## src/rtl/uart_proto_pkg.sv

```systemverilog
// Shared protocol definitions for the UART memory server: command codes,
// default response bytes and the server FSM state encoding.
package uart_proto_pkg;

    localparam logic [7:0] CMD_READ    = 8'h01;
    localparam logic [7:0] CMD_WRITE   = 8'h02;
    localparam logic [7:0] ACK_DEFAULT = 8'hAA;
    localparam logic [7:0] NAK_DEFAULT = 8'hEE;

    typedef enum logic [3:0] {
        S_IDLE,
        S_ADDR,
        S_MASK,
        S_DATA,
        S_MEM_RD,
        S_MEM_CAP,
        S_MEM_WR,
        S_SEND,
        S_SEND_WAIT
    } srv_state_e;

endpackage

```

## src/rtl/uart_tx_queue.sv

```systemverilog
// Up to four response bytes, shifted out LSB first. Each pop (taken only
// while the transmitter is idle) yields one registered tx_ce pulse and
// updates tx_data, which then stays put until the next pop.
module uart_tx_queue (
    input  logic        clk,
    input  logic        rst,
    input  logic        load,
    input  logic [31:0] load_data,
    input  logic [2:0]  load_cnt,
    input  logic        pop,
    input  logic        tx_busy,
    output logic        tx_ce,
    output logic [7:0]  tx_data,
    output logic [2:0]  count
);

    logic [31:0] shift_q;
    logic [2:0]  cnt_q;
    logic        tx_ce_q;
    logic [7:0]  tx_data_q;

    // Load a new response or emit the next byte when the line is free.
    always_ff @(posedge clk) begin
        if (!rst) begin
            shift_q   <= '0;
            cnt_q     <= '0;
            tx_ce_q   <= 1'b0;
            tx_data_q <= '0;
        end else begin
            tx_ce_q <= 1'b0;
            if (load) begin
                shift_q <= load_data;
                cnt_q   <= load_cnt;
            end else if (pop && !tx_busy && cnt_q != 3'd0) begin
                tx_ce_q   <= 1'b1;
                tx_data_q <= shift_q[7:0];
                shift_q   <= {8'h00, shift_q[31:8]};
                cnt_q     <= cnt_q - 3'd1;
            end
        end
    end

    assign tx_ce   = tx_ce_q;
    assign tx_data = tx_data_q;
    assign count   = cnt_q;

endmodule

```

## src/rtl/uart_mem_server.sv

```systemverilog
// Remote end of the UART memory bridge: parses read/write frames, issues a
// single-cycle memory strobe and returns read data, ACK or NAK bytes.
module uart_mem_server
    import uart_proto_pkg::*;
#(
    parameter int         TIMEOUT_CYCLES = 100000,
    parameter logic [7:0] ACK_BYTE       = ACK_DEFAULT,
    parameter logic [7:0] NAK_BYTE       = NAK_DEFAULT
) (
    input  logic        clk,
    input  logic        rst,
    input  logic        rx_valid,
    input  logic [7:0]  rx_data,
    input  logic        rx_fault,
    output logic        tx_ce,
    output logic [7:0]  tx_data,
    input  logic        tx_busy,
    output logic        mem_ce,
    output logic        mem_we,
    output logic [31:0] mem_addr,
    output logic [3:0]  mem_byte,
    output logic [31:0] mem_wdata,
    input  logic [31:0] mem_rdata,
    output logic        busy,
    output logic        err
);

    localparam int              GAP_W   = $clog2(TIMEOUT_CYCLES + 1);
    localparam logic [GAP_W-1:0] GAP_MAX = GAP_W'(TIMEOUT_CYCLES);

    srv_state_e       state_q;
    logic [1:0]       byte_cnt_q;
    logic [GAP_W-1:0] gap_cnt_q;
    logic             is_write_q;
    logic             wait_q;
    logic             err_q;
    logic             mem_ce_q;
    logic             mem_we_q;
    logic [31:0]      addr_q;
    logic [3:0]       mem_byte_q;
    logic [31:0]      data_q;

    logic             rx_byte;
    logic             q_load_d;
    logic [31:0]      q_data_d;
    logic [2:0]       q_cnt_d;
    logic             q_pop_d;
    logic [2:0]       q_count;

    // A faulted byte is never accepted.
    assign rx_byte = rx_valid && !rx_fault;

    // Queue loading for NAK, read data and ACK; pops while in SEND.
    always_comb begin
        q_load_d = 1'b0;
        q_data_d = '0;
        q_cnt_d  = '0;
        q_pop_d  = 1'b0;
        case (state_q)
            S_IDLE: begin
                if (rx_byte && rx_data != CMD_READ && rx_data != CMD_WRITE) begin
                    q_load_d = 1'b1;
                    q_data_d = {24'h0, NAK_BYTE};
                    q_cnt_d  = 3'd1;
                end
            end
            S_MEM_CAP: begin
                q_load_d = 1'b1;
                q_data_d = mem_rdata;
                q_cnt_d  = 3'd4;
            end
            S_MEM_WR: begin
                q_load_d = 1'b1;
                q_data_d = {24'h0, ACK_BYTE};
                q_cnt_d  = 3'd1;
            end
            S_SEND:  q_pop_d = 1'b1;
            default: ;
        endcase
    end

    // Frame parser, memory sequencer and response handshake.
    always_ff @(posedge clk) begin
        if (!rst) begin
            state_q    <= S_IDLE;
            byte_cnt_q <= '0;
            gap_cnt_q  <= '0;
            is_write_q <= 1'b0;
            wait_q     <= 1'b0;
            err_q      <= 1'b0;
            mem_ce_q   <= 1'b0;
            mem_we_q   <= 1'b0;
            addr_q     <= '0;
            mem_byte_q <= '0;
            data_q     <= '0;
        end else begin
            mem_ce_q <= 1'b0;
            mem_we_q <= 1'b0;
            if (rx_fault) begin
                err_q <= 1'b1;
            end
            case (state_q)
                S_IDLE: begin
                    gap_cnt_q  <= '0;
                    byte_cnt_q <= '0;
                    if (rx_byte) begin
                        if (rx_data == CMD_READ) begin
                            is_write_q <= 1'b0;
                            state_q    <= S_ADDR;
                        end else if (rx_data == CMD_WRITE) begin
                            is_write_q <= 1'b1;
                            state_q    <= S_ADDR;
                        end else begin
                            state_q <= S_SEND;
                        end
                    end
                end
                S_ADDR, S_MASK, S_DATA: begin
                    if (rx_fault) begin
                        state_q <= S_IDLE;
                    end else if (rx_valid) begin
                        gap_cnt_q <= '0;
                        if (state_q == S_ADDR) begin
                            addr_q     <= {rx_data, addr_q[31:8]};
                            byte_cnt_q <= byte_cnt_q + 2'd1;
                            if (byte_cnt_q == 2'd3) begin
                                if (is_write_q) begin
                                    state_q <= S_MASK;
                                end else begin
                                    state_q    <= S_MEM_RD;
                                    mem_ce_q   <= 1'b1;
                                    mem_byte_q <= 4'hF;
                                end
                            end
                        end else if (state_q == S_MASK) begin
                            mem_byte_q <= rx_data[3:0];
                            state_q    <= S_DATA;
                        end else begin
                            data_q     <= {rx_data, data_q[31:8]};
                            byte_cnt_q <= byte_cnt_q + 2'd1;
                            if (byte_cnt_q == 2'd3) begin
                                state_q  <= S_MEM_WR;
                                mem_ce_q <= 1'b1;
                                mem_we_q <= 1'b1;
                            end
                        end
                    end else if (gap_cnt_q == GAP_MAX) begin
                        state_q <= S_IDLE;
                        err_q   <= 1'b1;
                    end else begin
                        gap_cnt_q <= gap_cnt_q + 1'b1;
                    end
                end
                S_MEM_RD:  state_q <= S_MEM_CAP;
                S_MEM_CAP: state_q <= S_SEND;
                S_MEM_WR:  state_q <= S_SEND;
                S_SEND: begin
                    if (!tx_busy) begin
                        state_q <= S_SEND_WAIT;
                        wait_q  <= 1'b1;
                    end
                end
                S_SEND_WAIT: begin
                    if (wait_q) begin
                        wait_q <= 1'b0;
                    end else if (!tx_busy) begin
                        state_q <= (q_count == 3'd0) ? S_IDLE : S_SEND;
                    end
                end
                default: state_q <= S_IDLE;
            endcase
            // Bytes arriving while the server is busy responding are lost.
            if (rx_byte && (state_q == S_MEM_RD || state_q == S_MEM_CAP ||
                            state_q == S_MEM_WR || state_q == S_SEND ||
                            state_q == S_SEND_WAIT)) begin
                err_q <= 1'b1;
            end
        end
    end

    uart_tx_queue u_txq (
        .clk       (clk),
        .rst       (rst),
        .load      (q_load_d),
        .load_data (q_data_d),
        .load_cnt  (q_cnt_d),
        .pop       (q_pop_d),
        .tx_busy   (tx_busy),
        .tx_ce     (tx_ce),
        .tx_data   (tx_data),
        .count     (q_count)
    );

    assign mem_ce    = mem_ce_q;
    assign mem_we    = mem_we_q;
    assign mem_addr  = addr_q;
    assign mem_byte  = mem_byte_q;
    assign mem_wdata = data_q;
    assign busy      = (state_q != S_IDLE);
    assign err       = err_q;

endmodule

```

## config.mk

```make
export PLATFORM = sky130hd
export DESIGN_NAME = uart_mem_server
export DESIGN_NICKNAME = d
export VERILOG_FILES = /design/src/rtl/uart_proto_pkg.sv /design/src/rtl/uart_tx_queue.sv /design/src/rtl/uart_mem_server.sv
export SDC_FILE = /design/constraint.sdc
export NUM_CORES = 1
export LEC_CHECK = 0
export CORE_MARGIN = 2
export CORE_UTILIZATION = 30
export CTS_CLUSTER_SIZE = 28
export DETAILED_ROUTE_END_ITERATION = 7
export GPL_TIMING_DRIVEN = 0
export HOLD_SLACK_MARGIN = 0.02
export PLACE_DENSITY = 0.61
export SLEW_MARGIN = 40
export SYNTH_ARGS = -nofsm -noshare
export SYNTH_HDL_FRONTEND = slang
export SYNTH_SLANG_ARGS = --single-unit
```

## constraint.sdc

```tcl
create_clock -name clk -period 5.84 [get_ports clk]
set_input_delay 0.876 -clock clk [delete_from_list [all_inputs] [get_ports clk]]
set_output_delay 0.876 -clock clk [all_outputs]
set_load 0.01 [all_outputs]
```

==> results of run 1 <==
==> placed cells by master (no fill, tap or decap), types with 4 or more instances in the layout <==
master	n
nand2_1	200
dfxtp_1	140
clkdlybuf4s50_1	124
a21oi_1	105
clkbuf_1	43
nor2_1	38
o21ai_0	34
nand3_1	17
clkbuf_16	17
o21ai_1	13
inv_1	8
a32oi_1	8
o221a_2	7
nor3_1	6
or3_1	6
xor2_1	6
or4_1	6
a22oi_1	5
nor2b_1	5
buf_2	5
nand2b_1	5
ha_1	5
clkbuf_8	5
a211oi_2	4
o2bb2ai_1	4
clkinvlp_4	4
==> registers in the layout, summed over array words and instances (netlist names), 2 cells and up <==
register       flops
byte_cnt_q         2
gap_cnt_q         17
mem_addr          32
mem_byte           4
mem_wdata         32
state_q            4
u_txq.count        3
u_txq.shift_q     32
u_txq.tx_data      8
==> worst max-delay path: stages <==
cell and delay (ns):
clkdlybuf4s50_1 0.62, nor2b_1 0.36, nand2_1 0.14, nor3_1 0.58, clkbuf_1 0.42, nand2_1 0.13
a21oi_1 0.13
==> per-stage QoR <==
stage	setup slack [ns]	instance area, um^2	total power [mW]	instances
global placement	2.53	7350	1.78	1107
global route	2.71	7940	2.98	1138
finish	2.92	7940	2.82	1138
detailed placement	2.52	7350	1.78	1107
floorplan	3.48	5790	1.56	723
CTS	2.93	7940	2.84	1138
==> cells by family (layout without fill, tap and decap cells) <==
logic type / after synthesis / after routing / synth area share
multiplexers: 1 / 1 / 0.00173
XOR/XNOR: 7 / 7 / 0.0106
AO/OA/AOI/OAI: 203 / 203 / 0.214
flip-flops: 140 / 140 / 0.484
AND/OR/NAND/NOR: 306 / 306 / 0.234
buffers and inverters: 61 / 216 / 0.0452
adder cells (fa/ha/maj): 5 / 5 / 0.0108
==> power by group through the flow <==
stage          Clock (mW)  Combinational, mW  Sequential [mW]
5_1_grt              1.12              0.736             1.12
3_3_place_gp            0              0.654             1.12
3_5_place_dp            0              0.656             1.12
2_1_floorplan           0              0.449             1.11
6_report             1.06              0.658             1.10
4_1_cts              1.08              0.657             1.10
==> path summary, 6_finish.rpt <==
path	from	endpoint	slack (ns)	cells after the start
worst max-delay path	rx_valid	mem_addr[28]$_SDFFE_PN0P_	2.92	7
worst min-delay path	mem_wdata[6]$_SDFFE_PN0P_	mem_wdata[6]$_SDFFE_PN0P_	0.45	2
worst max register to register	state_q[3]$_SDFFE_PN0P_	mem_addr[28]$_SDFFE_PN0P_	3.51	7
worst min register to register	mem_wdata[6]$_SDFFE_PN0P_	mem_wdata[6]$_SDFFE_PN0P_	0.45	2
==> final cells by class <==
type / count / area (um^2)
Clock inverter: 8 / 82.6
Clock buffer: 23 / 498
Timing Repair Buffer: 124 / 1240
Fill cell: 1858 / 10900
Multi-Input combinational cell: 522 / 2730
Buffer: 52 / 228
Tap cell: 260 / 325
Sequential cell: 140 / 2800
Inverter: 9 / 33.8
==> layer usage <==
layer / GRT usage / vias to the layer above / routed length (um)
met5: 0 / - / 0
met4: 0.0698 / 0 / 409
met3: 0.0359 / 24 / 796
met2: 0.251 / 148 / 7390
met1: 0.222 / 2486 / 7940
li1: - / 2791 / -
==> impl_metrics.tcl, run 1 <==
set metrics [dict create \
    tightest_slew_ns 0.773 \
    die_x_um 143 \
    diodes 0 \
    synth_common_cells "200 x nand2_1, 140 x dfxtp_1, 105 x a21oi_1" \
    ir_worst_vdd_mv 0.240 \
    drt-wirelength-per-cell_um 14.5 \
    grt_pass1_vias 4974 \
    p_switching_mw 0.875 \
    rows 50 \
    cts_buffer_depth 2 \
    htreeDepth 4 \
    p_int_mw 1.94 \
    clock_sinks 140 \
    path_max_fanout 10 \
    leakage_nw 2.62 \
    drt_iter0_markers 289 \
    yosys.area.top_type "dfxtp_1" \
    vias 5449 \
    wl_mm 16.5 \
    dieHeight_um 143 \
    grt_max_degree 17 \
    critPathCaptureType "flip-flop" \
    p_clk_frac 0.375 \
    worst-endpoint-required_ns 6.18 \
    p_comb_frac 0.234 \
    skew_ns 0.00691 \
    syn_inst 723 \
    slew_violations 0 \
    synth_fp_nets 773 \
    cts_resized 0 \
    boundaryPins 126 \
    fmax_ghz 0.343 \
    outcome "finished, final reports clean" \
    clock_latency_ns 0.42 \
    powerDensity_nw_per_um2 355 \
    cts_hold_buffers 0 \
    synthFlopType "dfxtp_1" \
    grt_usage 0.164 \
    clkTransAtPathRegs_ns 0.06 \
    synthMostInstantiatedCell "nand2_1" \
    drc 0 \
    die_area_um2 20400 \
    utilization 0.422 \
    synth_area_um2 5790 \
    synth-edff-count 0 \
    io_buffers 124 \
    swShare 0.310 \
    synth_area_leaders "dfxtp_1 48%, nand2_1 13%, a21oi_1 9.1%" \
    final.setup.tns_ns 0 \
    syn_area_per_cell_um2 8.01 \
    antenna_found_initial 0 \
    yosys_warnings 0 \
    min_period_over_period 0.500 \
    pwr-share-seq 0.391 \
    fin_nets 916 \
    drt_first_pass_iters 5 \
    async_flop_share 0 \
    cp.arrival_ns 3.26 \
    slew-limit-headroom 0.483 \
    yosysSeqAreaShare 0.484 \
    rsz0062_at_grt "false" \
    start_util 0.307 \
    yosys_register_bits 140 \
    holdWs_ns 0.448 \
    fin_crit_ns 2.92 \
    cts_tree "done" \
    route.antenna.remaining_nets 0 \
    overflow 0 \
    postCtsSetupRepairBufs 0 \
    hold_path_class "reg -> reg" \
    grt_pass1_wl_mm 26.2 \
    synth_top_area_share 0.484 \
    critPathLaunchType "input pin" \
    via_per_inst 4.79 \
    root_buffer "clkbuf_16" \
    syn2layout_area_growth_pct 37.2 \
    cts_made_buffers 17 \
    hold_viol 0 \
    synth_cell_type_count 60 \
    gp_congestion 0.850 \
    fp.coreArea_um2 18800 \
    path_class "in -> reg" \
    drv_cap 0 \
    place_hpwl_mm 12.1 \
    drive_gt1_frac 0.0752 \
    setup_viol_count_final 0 \
]
No activity file was read; power rests on OpenSTA's default activity.
==> inputs of run 2 (changes only) <==
PLACE_DENSITY = 0.63   (was 0.61)
clock period = 2.5 ns   (was 5.84 ns; I/O delays follow)
==> run 2 against run 1 <==
Compared with the run above:
- worst setup slack got worse by 2.8 ns
- critical endpoint is now busy
- worst hold slack got worse by 0.031 ns
- global-route usage decreased by 0.060 points
- via count increased by 1.7%
- largest power group unchanged
- sequential power increased by 130%
- power increased by 130%
- first-iteration DRC count decreased by 12%
- sequential share of layout area increased by 0.16 points
==> impl_metrics.tcl, run 2 (synthesis results as in run 1) <==
set metrics [dict create \
    outcome "finished, final reports clean" \
    syn2layout_area_growth_pct 36.6 \
    clkTransAtPathRegs_ns 0.06 \
    root_buffer "clkbuf_16" \
    antenna_found_initial 0 \
    fin_crit_ns 2.41 \
    place_inst 1107 \
    powerDensity_nw_per_um2 817 \
    via_per_inst 4.88 \
    drt-wirelength-per-cell_um 14.7 \
    cts_made_buffers 17 \
    grt_pass1_wl_mm 26.4 \
    path_max_fanout 10 \
    place_ws_ns -0.307 \
    stdcell_count 1136 \
    die_area_um2 20400 \
    holdWs_ns 0.416 \
    cp.arrival_ns 2.03 \
    boundaryPins 126 \
    hold_path_class "in -> reg" \
    slew_violations 0 \
    tightest_slew_ns 0.814 \
    drt_iter0_markers 255 \
    cts_tree "done" \
    final_common_cell "nand2_1" \
    drc 0 \
    htreeDepth 4 \
    drive_gt1_frac 0.0742 \
    drt_first_pass_iters 5 \
    start_util 0.307 \
    grtUsageMet3 0.0359 \
    overflow 0 \
    cts_buffer_depth 2 \
    leakage_nw 2.61 \
    place_hpwl_mm 12.2 \
    rows 50 \
    gr-max-usage-layer "met2" \
    fmax_ghz 0.415 \
    worst-endpoint-required_ns 2.12 \
    path_class "reg -> out" \
    io_buffers 124 \
    final_cell_mix "200 x nand2_1, 140 x dfxtp_1, 124 x clkdlybuf4s50_1" \
    critPathLaunchType "flip-flop" \
    grt_pass1_vias 5138 \
    finalWorstSetupSlack_ns 0.0902 \
    slew-limit-headroom 0.450 \
    fp.coreArea_um2 18800 \
    use_met2 0.261 \
    rsz0062_at_grt "false" \
    postCtsSetupRepairBufs 0 \
    skew_ns 0.00668 \
    fin_nets 916 \
    ir_worst_vdd_mv 0.576 \
    clock_sinks 140 \
    setup_viol_count_final 0 \
    critPathCaptureType "output pin" \
    vias 5543 \
    grt_max_degree 17 \
    die_x_um 143 \
    clock_latency_ns 0.42 \
    dieHeight_um 143 \
    diodes 0 \
    drv_cap 0 \
    gp_congestion 0.851 \
    wl_mm 16.7 \
    route.antenna.remaining_nets 0 \
    min_period_over_period 0.964 \
    hold_viol 0 \
    use_met1 0.217 \
    grt_usage 0.163 \
    cts_hold_buffers 0 \
    final.setup.tns_ns 0 \
]
-- run 2: cell types whose count changed in the layout (fill, tap and decap cells not counted), sizes merged --
| cell | delta |
|---|---|
| clkbuf | -5 |
| clkinv | +5 |
| clkinvlp | -1 |
| inv | -1 |
-- run 2: routing by layer --
layer / part of all wire / up-vias
met2: 0.46 / 159
met3: 0.049 / 27
met4: 0.019 / 0
met1: 0.47 / 2583
li1: - / 2774
met5: 0 / -
-- run 2: layout make-up --
type	instances	area, um^2
Tap cell	260	325
Clock buffer	18	439
Buffer	52	228
Sequential cell	140	2800
Fill cell	1916	10900
Clock inverter	11	98.8
Timing Repair Buffer	124	1240
Multi-Input combinational cell	522	2740
Inverter	9	33.8
-- run 2: stage by stage --
stage | total power, mW | instance area, um^2 | util
CTS | 6.48 | 7890 | 0.419
global route | 6.79 | 7910 | 0.420
floorplan | 3.65 | 5790 | -
global placement | 4.15 | 7350 | 0.391
finish | 6.46 | 7910 | 0.420
detailed placement | 4.15 | 7350 | 0.391
-- run 2: report_power, final --
part	total, mW	internal (mW)	switching, mW	leakage, nW
sequential	2.58	2.45	0.134	1.13
clock	2.34	1.37	0.963	0.260
combinational	1.54	0.592	0.951	1.22
-- run 2: final timing paths --
check	endpoint	depth (start not counted)	start	slack, ns
worst max-delay path	busy	4	state_q[1]$_SDFFE_PN0P_	0.09
worst max register to register	u_txq.shift_q[18]$_SDFFE_PN0P_	8	state_q[1]$_SDFFE_PN0P_	0.18
worst min-delay path	u_txq.count[2]$_SDFFE_PN0P_	3	rst	0.42
worst min register to register	mem_wdata[7]$_SDFFE_PN0P_	2	mem_wdata[7]$_SDFFE_PN0P_	0.45
-- run 2: critical path, stage by stage, from the launching register on --
cell             delay [ns]
dfxtp_1                0.29
buf_2                  0.17
or4_1                  0.46
buf_2                  0.20
clkdlybuf4s50_1        0.49
-- run 2: what timing repair did --
item | 4_1_cts | 5_1_grt
gates resized for setup | 0 | 2
hold endpoints to repair | 0 | 0
endpoints found under the setup margin | 0 | 40
==> inputs of run 3 (changes only) <==
PLACE_DENSITY = 0.62   (was 0.63)
SYNTH_HIERARCHICAL = 1   (was unset)
==> run 3 against run 2 <==
Compared with the run above:
- sequential power is essentially flat
- maximum frequency grew 0.41%
- worst hold slack lost 0.13 ns
- die area grew 9.9%
- via count grew 1.6%
- highest routed layer unchanged
==> impl_metrics.tcl, run 3 <==
set metrics [dict create \
    gp_congestion 0.835 \
    leakage_nw 2.96 \
    dpl_cell_area_um2 7970 \
    synth_fa_ha_area_frac 0.00981 \
    wl_mm 17.0 \
    reg2reg_slack_ns 0.19 \
    synthXorXnorAreaFrac 0.0110 \
    boundaryPins 126 \
    async_flop_share 0 \
    syn2layout_area_growth_pct 34.5 \
    synth_area_leaders "dfxtp_1 44%, nand2_1 11%, a21boi_0 8.6%" \
    clock_sinks 140 \
    skew_ns 0.0123 \
    path_max_fanout 8 \
    route.antenna.remaining_nets 0 \
    drt_iter0_markers 373 \
    fin_crit_ns 2.40 \
    cts_tree "done" \
    setup_viol_count_final 0 \
    vias 5632 \
    ir_worst_vdd_mv 0.407 \
    grt_pass1_vias 5329 \
    min_period_over_period 0.960 \
    yosys.area.top_type "dfxtp_1" \
    rows 53 \
    synthFlopType "dfxtp_1" \
    fin_area_um2 8570 \
    synth_area_um2 6380 \
    antenna_found_initial 0 \
    drv_cap 0 \
    synth_top_family_by_area "simple AND/OR/NAND/NOR gates" \
    cp.arrival_ns 2.71 \
    synth_common_cells "190 x nand2_1, 140 x dfxtp_1, 73 x a21boi_0" \
    synth_cell_type_count 67 \
    clock_latency_ns 0.42 \
    die_x_um 150 \
    root_buffer "clkbuf_16" \
    fmax_ghz 0.417 \
    max_stage_delay_ns 0.55 \
    syn_inst 763 \
    yosysSeqAreaShare 0.439 \
    slew-limit-headroom 0.599 \
    worst-endpoint-required_ns 2.81 \
    cp_cell_sequence "clkdlybuf4s50_1, or4_4, nor3_4, a211o_1, o21ai_2, or4b_4, buf_2, nand3_1, nand2_1" \
    start_util 0.304 \
    cts_buffer_depth 2 \
    clkTransAtPathRegs_ns 0.06 \
    powerDensity_nw_per_um2 773 \
    io_buffers 125 \
    drt_first_pass_iters 5 \
    cp_num_buf_inv 2 \
    hold_path_class "in -> reg" \
    overflow 0 \
    via_per_inst 4.71 \
    fp.coreArea_um2 21000 \
    cts_hold_buffers 0 \
    critPathSlowestCell "or4b_4" \
    htreeDepth 4 \
    grt_pass1_wl_mm 27.4 \
    final_cell_mix "190 x nand2_1, 140 x dfxtp_1, 124 x clkdlybuf4s50_1" \
    synth_fp_nets 813 \
    hold_viol 0 \
    tightest_slew_ns 0.602 \
    synth.area.mux_share 0.00314 \
    cts_made_buffers 17 \
    outcome "finished, final reports clean" \
    dieHeight_um 150 \
    cp_top_family "simple AND/OR/NAND/NOR gates" \
    drc 0 \
    yosys_warnings 6 \
    final_common_cell "nand2_1" \
    synthSimpleGateAreaFrac 0.278 \
    die_area_um2 22400 \
    path_class "in -> reg" \
    yosys_register_bits 140 \
    synth-edff-count 0 \
    grt_usage 0.154 \
    synth_compound_area_frac 0.207 \
    rsz0062_at_grt "false" \
    place_hpwl_mm 12.9 \
    synthMostInstantiatedCell "nand2_1" \
    diodes 0 \
    slew_violations 0 \
    fin_nets 960 \
    drive_gt1_frac 0.105 \
    synth_top_area_share 0.439 \
    critPathCaptureType "flip-flop" \
    syn_area_per_cell_um2 8.36 \
    critPathLaunchType "input pin" \
    grt_max_degree 17 \
    drt-wirelength-per-cell_um 14.2 \
    finalPower_mw 6.63 \
]
run 3: stage by stage:
| step | TNS [ns] | instances | utilization | setup slack, ns | hold WS [ns] |
|---|---|---|---|---|---|
| after floorplan | 0 | 763 | - | 0.0789 | 0.434 |
| after global placement | -34.06 | 1163 | 0.380 | -0.944 | 0.441 |
| after detailed placement | -34.85 | 1163 | 0.380 | -0.957 | 0.445 |
| after CTS | 0 | 1195 | 0.408 | 0.00825 | 0.453 |
| after global routing | 0 | 1196 | 0.409 | 0.0250 | 0.318 |
| final | 0 | 1196 | 0.409 | 0.100 | 0.290 |
run 3: worst register-to-register path, cell delays in order (launching register included):
cell	delay, ns
dfxtp_1	0.36
clkbuf_2	0.26
inv_1	0.13
or3_1	0.40
inv_1	0.13
or3b_1	0.36
buf_2	0.17
buf_4	0.19
nand2_1	0.08
a31oi_1	0.08
run 3: per-layer routing:
metal	global-route usage	wire length, um	vias to the layer above
met4	0.0495	160	0
met2	0.250	7880	131
met3	0.0329	669	9
li1	-	-	2928
met1	0.205	8280	2564
met5	0	0	-
run 3: cell families after synthesis:
kind of cell,count (synthesis)
other,1
and+or+nand+nor,354
adders and majority gates,5
buffers and inverters,70
xor gates and xnor gates,8
AOI/OAI and AO/OA,183
muxes,2
DFF,140
run 3: worst paths after layout:
kind / depth (start not counted) / endpoint / start
hold reg to reg: 2 / u_txq/tx_data[2]$_SDFFE_PN0P_ / u_txq/tx_data[2]$_SDFFE_PN0P_
setup / recovery: 9 / u_txq/tx_data[3]$_SDFFE_PN0P_ / rx_data[5]
setup reg to reg: 9 / u_txq/shift_q[7]$_SDFFE_PN0P_ / state_q[1]$_SDFFE_PN0P_
hold / removal: 3 / mem_addr[28]$_SDFFE_PN0P_ / rx_data[4]
run 3: what timing repair did:
action                     CTS  global route
pin swaps                    3             3
setup endpoints to repair   44            44
gates resized for setup      7             9
setup buffers                2             1
run 3: power breakdown:
group          internal (mW)  switching [mW]
logic                  0.672            1.04
clock network           1.38           0.952
registers               2.45           0.125
run 3: layout make-up:
type | count | area (um^2)
well taps | 275 | 344
fillers | 2134 | 12400
multi-input cells | 553 | 3280
inverters | 14 | 52.6
clock buffers | 20 | 447
plain buffers | 56 | 279
repair buffers | 128 | 1280
clock inverters | 10 | 93.8
flip-flops and latches | 140 | 2800
==> RTL edit 1 (config.mk and constraints of run 3) <==
Change the parameter `TIMEOUT_CYCLES` from 100000 to 200000.
--- a/src/rtl/uart_mem_server.sv
+++ b/src/rtl/uart_mem_server.sv
@@ -3,7 +3,7 @@
 module uart_mem_server
     import uart_proto_pkg::*;
 #(
-    parameter int         TIMEOUT_CYCLES = 100000,
+    parameter int         TIMEOUT_CYCLES = 200000,
     parameter logic [7:0] ACK_BYTE       = ACK_DEFAULT,
     parameter logic [7:0] NAK_BYTE       = NAK_DEFAULT
 ) (
Check against the original RTL: same outputs for any inputs over 4 cycles, from zero or initial values and one cycle with rst low; that may be too few to reach the edited logic, so the function may still have changed.
==> RTL edit 1 against run 3 <==
- worst setup slack improved by 0.0060 ns
- critical path depth unchanged
- cell area increased by 1.3%
- total power increased by 0.94%
- count of clock-buffer cells in the layout decreased by 1
- non-clock buffer count unchanged
- area after synthesis increased by 1.3%
- core utilization increased by 0.27 points
- final cell count increased by 2.3%
- sequential cell count increased by 1
- die area increased by 1.3%
- wire length increased by 2.9%
==> RTL edit 1: results (changes against run 3) <==
[status]
outcome = complete, no violations  ; unchanged

[setup_path]
max_stage_delay_ns = 0.53  ; was 0.55 ns
worstPathMaxFanout = 10  ; was 8
crit_slowest_cell = or4_4  ; was or4b_4
r2r_end = u_txq/shift_q[13]  ; was u_txq/shift_q[7]
reg2reg_from = state_q[3]  ; was state_q[1]
crit_start = rx_data[2]  ; was rx_data[5]

[finish]
fin_nets = 984  ; was 960
drive_above_1_share_pct = 10.7  ; was 10.5%

[logic_synthesis]
synth_common_cells = 205 x nand2_1, 141 x dfxtp_1, 65 x a21boi_0  ; was 190 x nand2_1, 140 x dfxtp_1, 73 x a21boi_0
syn_nets = 837  ; was 813
synth_seq_area_share_pct = 43.7  ; was 43.9%
synth_fa_ha_area_share_pct = 0.968  ; was 0.981%
synthMuxAreaShare_pct = 0.639  ; was 0.314%
synthDistinctLibCells = 69  ; was 67
synth_area_leaders = dfxtp_1 44%, nand2_1 12%, a21boi_0 7.6%  ; was dfxtp_1 44%, nand2_1 11%, a21boi_0 8.6%

[global_route]
grt.total_usage_pct = 15.6  ; was 15.4%
grt_util_met3_pct = 3.39  ; was 3.29%
met1_usage_pct = 21.5  ; was 20.5%
grt_pass1_wl_um = 28100  ; was 27400 um
grt_pass1_vias = 5518  ; was 5329
antenna_found_initial = 1  ; was 0

[power]
pwr-share-seq_pct = 38.4  ; was 38.9%
intPower_w = 0.00450  ; was 0.00451 W
p_leak_nw = 2.93  ; was 2.96 nW
pwr-share-clk_pct = 35.3  ; was 35.2%
peakVddDrop_mv = 0.442  ; was 0.407 mV

[detailed_routing]
met3WireLength_um = 1050  ; was 669 um
wl_met1_um = 8450  ; was 8280 um
drt-initial-drc-count = 359  ; was 373
wl_met2_um = 7790  ; was 7880 um
routedWlPerCell_um = 14.3  ; was 14.2 um

[placed_design]
gp_congestion = 0.829  ; was 0.835
dpl.hpwl_um = 13100  ; was 12900 um
post_dp_cell_area_sq_mm = 0.00806  ; was 0.00797 sq mm

[sta]
skew_ns = 0.00685  ; was 0.0123 ns
relSlewSlack_pct = 54.2  ; was 59.9%

RTL edit 1: how the worst min path moves through the flow:
stage	startpoint	cells after the start	slack [ns]	to
floorplan	u_txq/shift_q[0]	2	0.43	u_txq/tx_data[0]
global placement	u_txq/tx_data[1]	2	0.44	u_txq/tx_data[1]
detailed placement	u_txq/tx_data[0]	2	0.45	u_txq/tx_data[0]
CTS	rx_data[2]	3	0.45	mem_wdata[26]
global route	rx_data[5]	3	0.27	mem_wdata[29]
finish	rx_data[5]	3	0.26	mem_addr[29]
RTL edit 1: area by class of cell:
type / count / area, sq um
flip-flops and latches: 141 / 2820
clock buffers: 19 / 433
plain buffers: 56 / 273
fillers: 2175 / 12400
inverters: 13 / 48.8
diodes: 1 / 2.50
repair buffers: 128 / 1280
clock inverters: 13 / 119
multi-input cells: 577 / 3360
well taps: 275 / 344
RTL edit 1: logic make-up after synthesis:
kind of cell,Yosys count
DFF,141
adders and majority gates,5
other,1
buffers and inverters,69
muxes,4
and+or+nand+nor,375
AOI/OAI and AO/OA,189
xor gates and xnor gates,3
RTL edit 1: what timing repair did:
action | CTS | global route
buffers inserted | 3 | 0
hold buffers | 0 | 0
pin swaps | 4 | 1
setup endpoints to repair | 44 | 41
gates resized for setup | 12 | 9
RTL edit 1: stage by stage:
step | std cells | hold WS, ns | setup slack [ns] | utilization (%) | TNS (ns)
2_1_floorplan | 787 | 0.434 | 0.00558 | - | 0
3_3_place_gp | 1187 | 0.443 | -0.884 | 38.2 | -32.00
3_5_place_dp | 1187 | 0.448 | -0.850 | 38.2 | -31.42
4_1_cts | 1222 | 0.446 | 0.0179 | 41.1 | 0
5_1_grt | 1222 | 0.270 | -0.0166 | 41.2 | -0.0291
6_report | 1223 | 0.262 | 0.106 | 41.2 | 0
==> RTL edit 2 (flow settings as in run 3) <==
Without the edit above. Put one more register stage on the output `mem_wdata`, cleared by the reset. The value now appears one clock later. The other outputs are not delayed to match.
--- a/src/rtl/uart_mem_server.sv
+++ b/src/rtl/uart_mem_server.sv
@@ -195,7 +195,13 @@
     assign mem_we    = mem_we_q;
     assign mem_addr  = addr_q;
     assign mem_byte  = mem_byte_q;
-    assign mem_wdata = data_q;
+    always_ff @(posedge clk) begin
+        if (!rst) begin
+            mem_wdata <= '0;
+        end else begin
+            mem_wdata <= data_q;
+        end
+    end
     assign busy      = (state_q != S_IDLE);
     assign err       = err_q;
 
Formal check against the unedited RTL: not equivalent (Yosys sat finds a counterexample within 10 cycles, from zero or initial values and one cycle with rst low).
==> RTL edit 2 against run 3 <==
- die area up 10%
- cell area increased by 9.6%
- sequential cell count rose by 32
- count of clock-buffer cells in the layout shrank 2
- wire length increased by 5.2%
- total power increased by 17%
- sequential share of layout area rose by 4.0 points
- maximum frequency up 0.79%
- worst setup slack better by 0.019 ns
- critical path depth unchanged
- non-clock buffer count up 4
- area after synthesis grew 11%
- via count up 9.2%
- sequential power rose by 23%
==> RTL edit 2: results (changes against run 3) <==
[status]
outcome = complete, no violations  ; unchanged

[setup_path]
crit_slowest_cell = or4_4  ; was or4b_4
cp.arrival_ns = 2.71  ; about the same
cp_top_family = simple AND/OR/NAND/NOR gates  ; unchanged

[global_route]
grt_pass1_wl_um = 28900  ; was 27400 um
grt_util_met3_pct = 3.36  ; was 3.29%
grt.total_usage_pct = 14.7  ; was 15.4%
grtUsageMet2_pct = 24.0  ; was 25.0%
met1_usage_pct = 18.6  ; was 20.5%
grt_pass1_vias = 5743  ; was 5329
grt_max_degree = 18  ; was 17

[logic_synthesis]
synth_area_leaders = dfxtp_1 49%, nand2_1 7.7%, and2_1 5.2%  ; was dfxtp_1 44%, nand2_1 11%, a21boi_0 8.6%
synth_fa_ha_area_share_pct = 0.887  ; was 0.981%
synth_seq_area_share_pct = 48.8  ; was 43.9%
synthDistinctLibCells = 64  ; was 67
synth_compound_area_share_pct = 14.6  ; was 20.7%
syn_nets = 896  ; was 813
synth_common_cells = 172 x dfxtp_1, 144 x nand2_1, 86 x nor2_1  ; was 190 x nand2_1, 140 x dfxtp_1, 73 x a21boi_0
syn_inst = 846  ; was 763
synthMuxAreaShare_pct = 0.568  ; was 0.314%
synth_xor_area_share_pct = 1.37  ; was 1.10%

[finish]
fill_cells = 2392  ; was 2134
seqCellArea_sq_mm = 0.00344  ; was 0.00280 sq mm
fin_nets = 1042  ; was 960
drive_above_1_share_pct = 8.96  ; was 10.5%

[detailed_routing]
via_per_inst = 4.65  ; was 4.71
wl_met1_um = 8170  ; was 8280 um
num_vias = 6151  ; was 5632
routedWlPerCell_um = 13.5  ; was 14.2 um
met3WireLength_um = 927  ; was 669 um
drt-initial-drc-count = 352  ; was 373
wl_met2_um = 8470  ; was 7880 um
first_pass_iters = 4  ; was 5

[placed_design]
pre_cts_ws_ns = -0.939  ; was -0.957 ns
port_buffers = 124  ; was 125
place_inst = 1289  ; was 1163
post_dp_cell_area_sq_mm = 0.00870  ; was 0.00797 sq mm
gp_congestion = 0.844  ; was 0.835
dpl.hpwl_um = 13200  ; was 12900 um

[power]
p_leak_nw = 3.38  ; was 2.96 nW
pwr-share-seq_pct = 40.8  ; was 38.9%
peakVddDrop_mv = 0.452  ; was 0.407 mV
powerClk_w = 0.00261  ; was 0.00233 W
total_power_w = 0.00777  ; was 0.00663 W
intPower_w = 0.00520  ; was 0.00451 W

[sta]
skew_ns = 0.00991  ; was 0.0123 ns
relSlewSlack_pct = 47.0  ; was 59.9%

[clocking]
clk_pin_slew_ns = 0.07
root_buffer = clkbuf_16  ; unchanged
post_cts_resized = 13  ; was 7

[run]
drv_cap = 0  ; unchanged

## RTL edit 2: cell types whose count changed in the layout (fill, tap and decap cells not counted), sizes merged, moves of 21 or more
cell           run 3  this run
nand2            190       144
dfxtp            140       172
a21boi            74         9
a21oi             14        47
nor2              24        86
and2              29        59
o21ai             40        61
## RTL edit 2: final cells by class
class | count | share of cell area, %
clock inverter | 14 | 1.68
buffer | 61 | 3.10
tap | 319 | 4.25
clock buffer | 18 | 4.57
multi-input combinational | 598 | 35.7
sequential | 172 | 36.6
timing repair buffer | 127 | 13.5
inverter | 15 | 0.599
## RTL edit 2: path summary, 6_finish.rpt
check | startpoint | end | slack, ns | depth (start not counted)
worst max register to register | state_q[0] | u_txq/shift_q[8] | 0.17 | 9
worst max-delay path | rx_data[5] | u_txq/tx_data[2] | 0.12 | 9
worst min register to register | u_txq/tx_data[5] | u_txq/tx_data[5] | 0.45 | 2
worst min-delay path | rx_data[7] | data_q[31] | 0.29 | 3
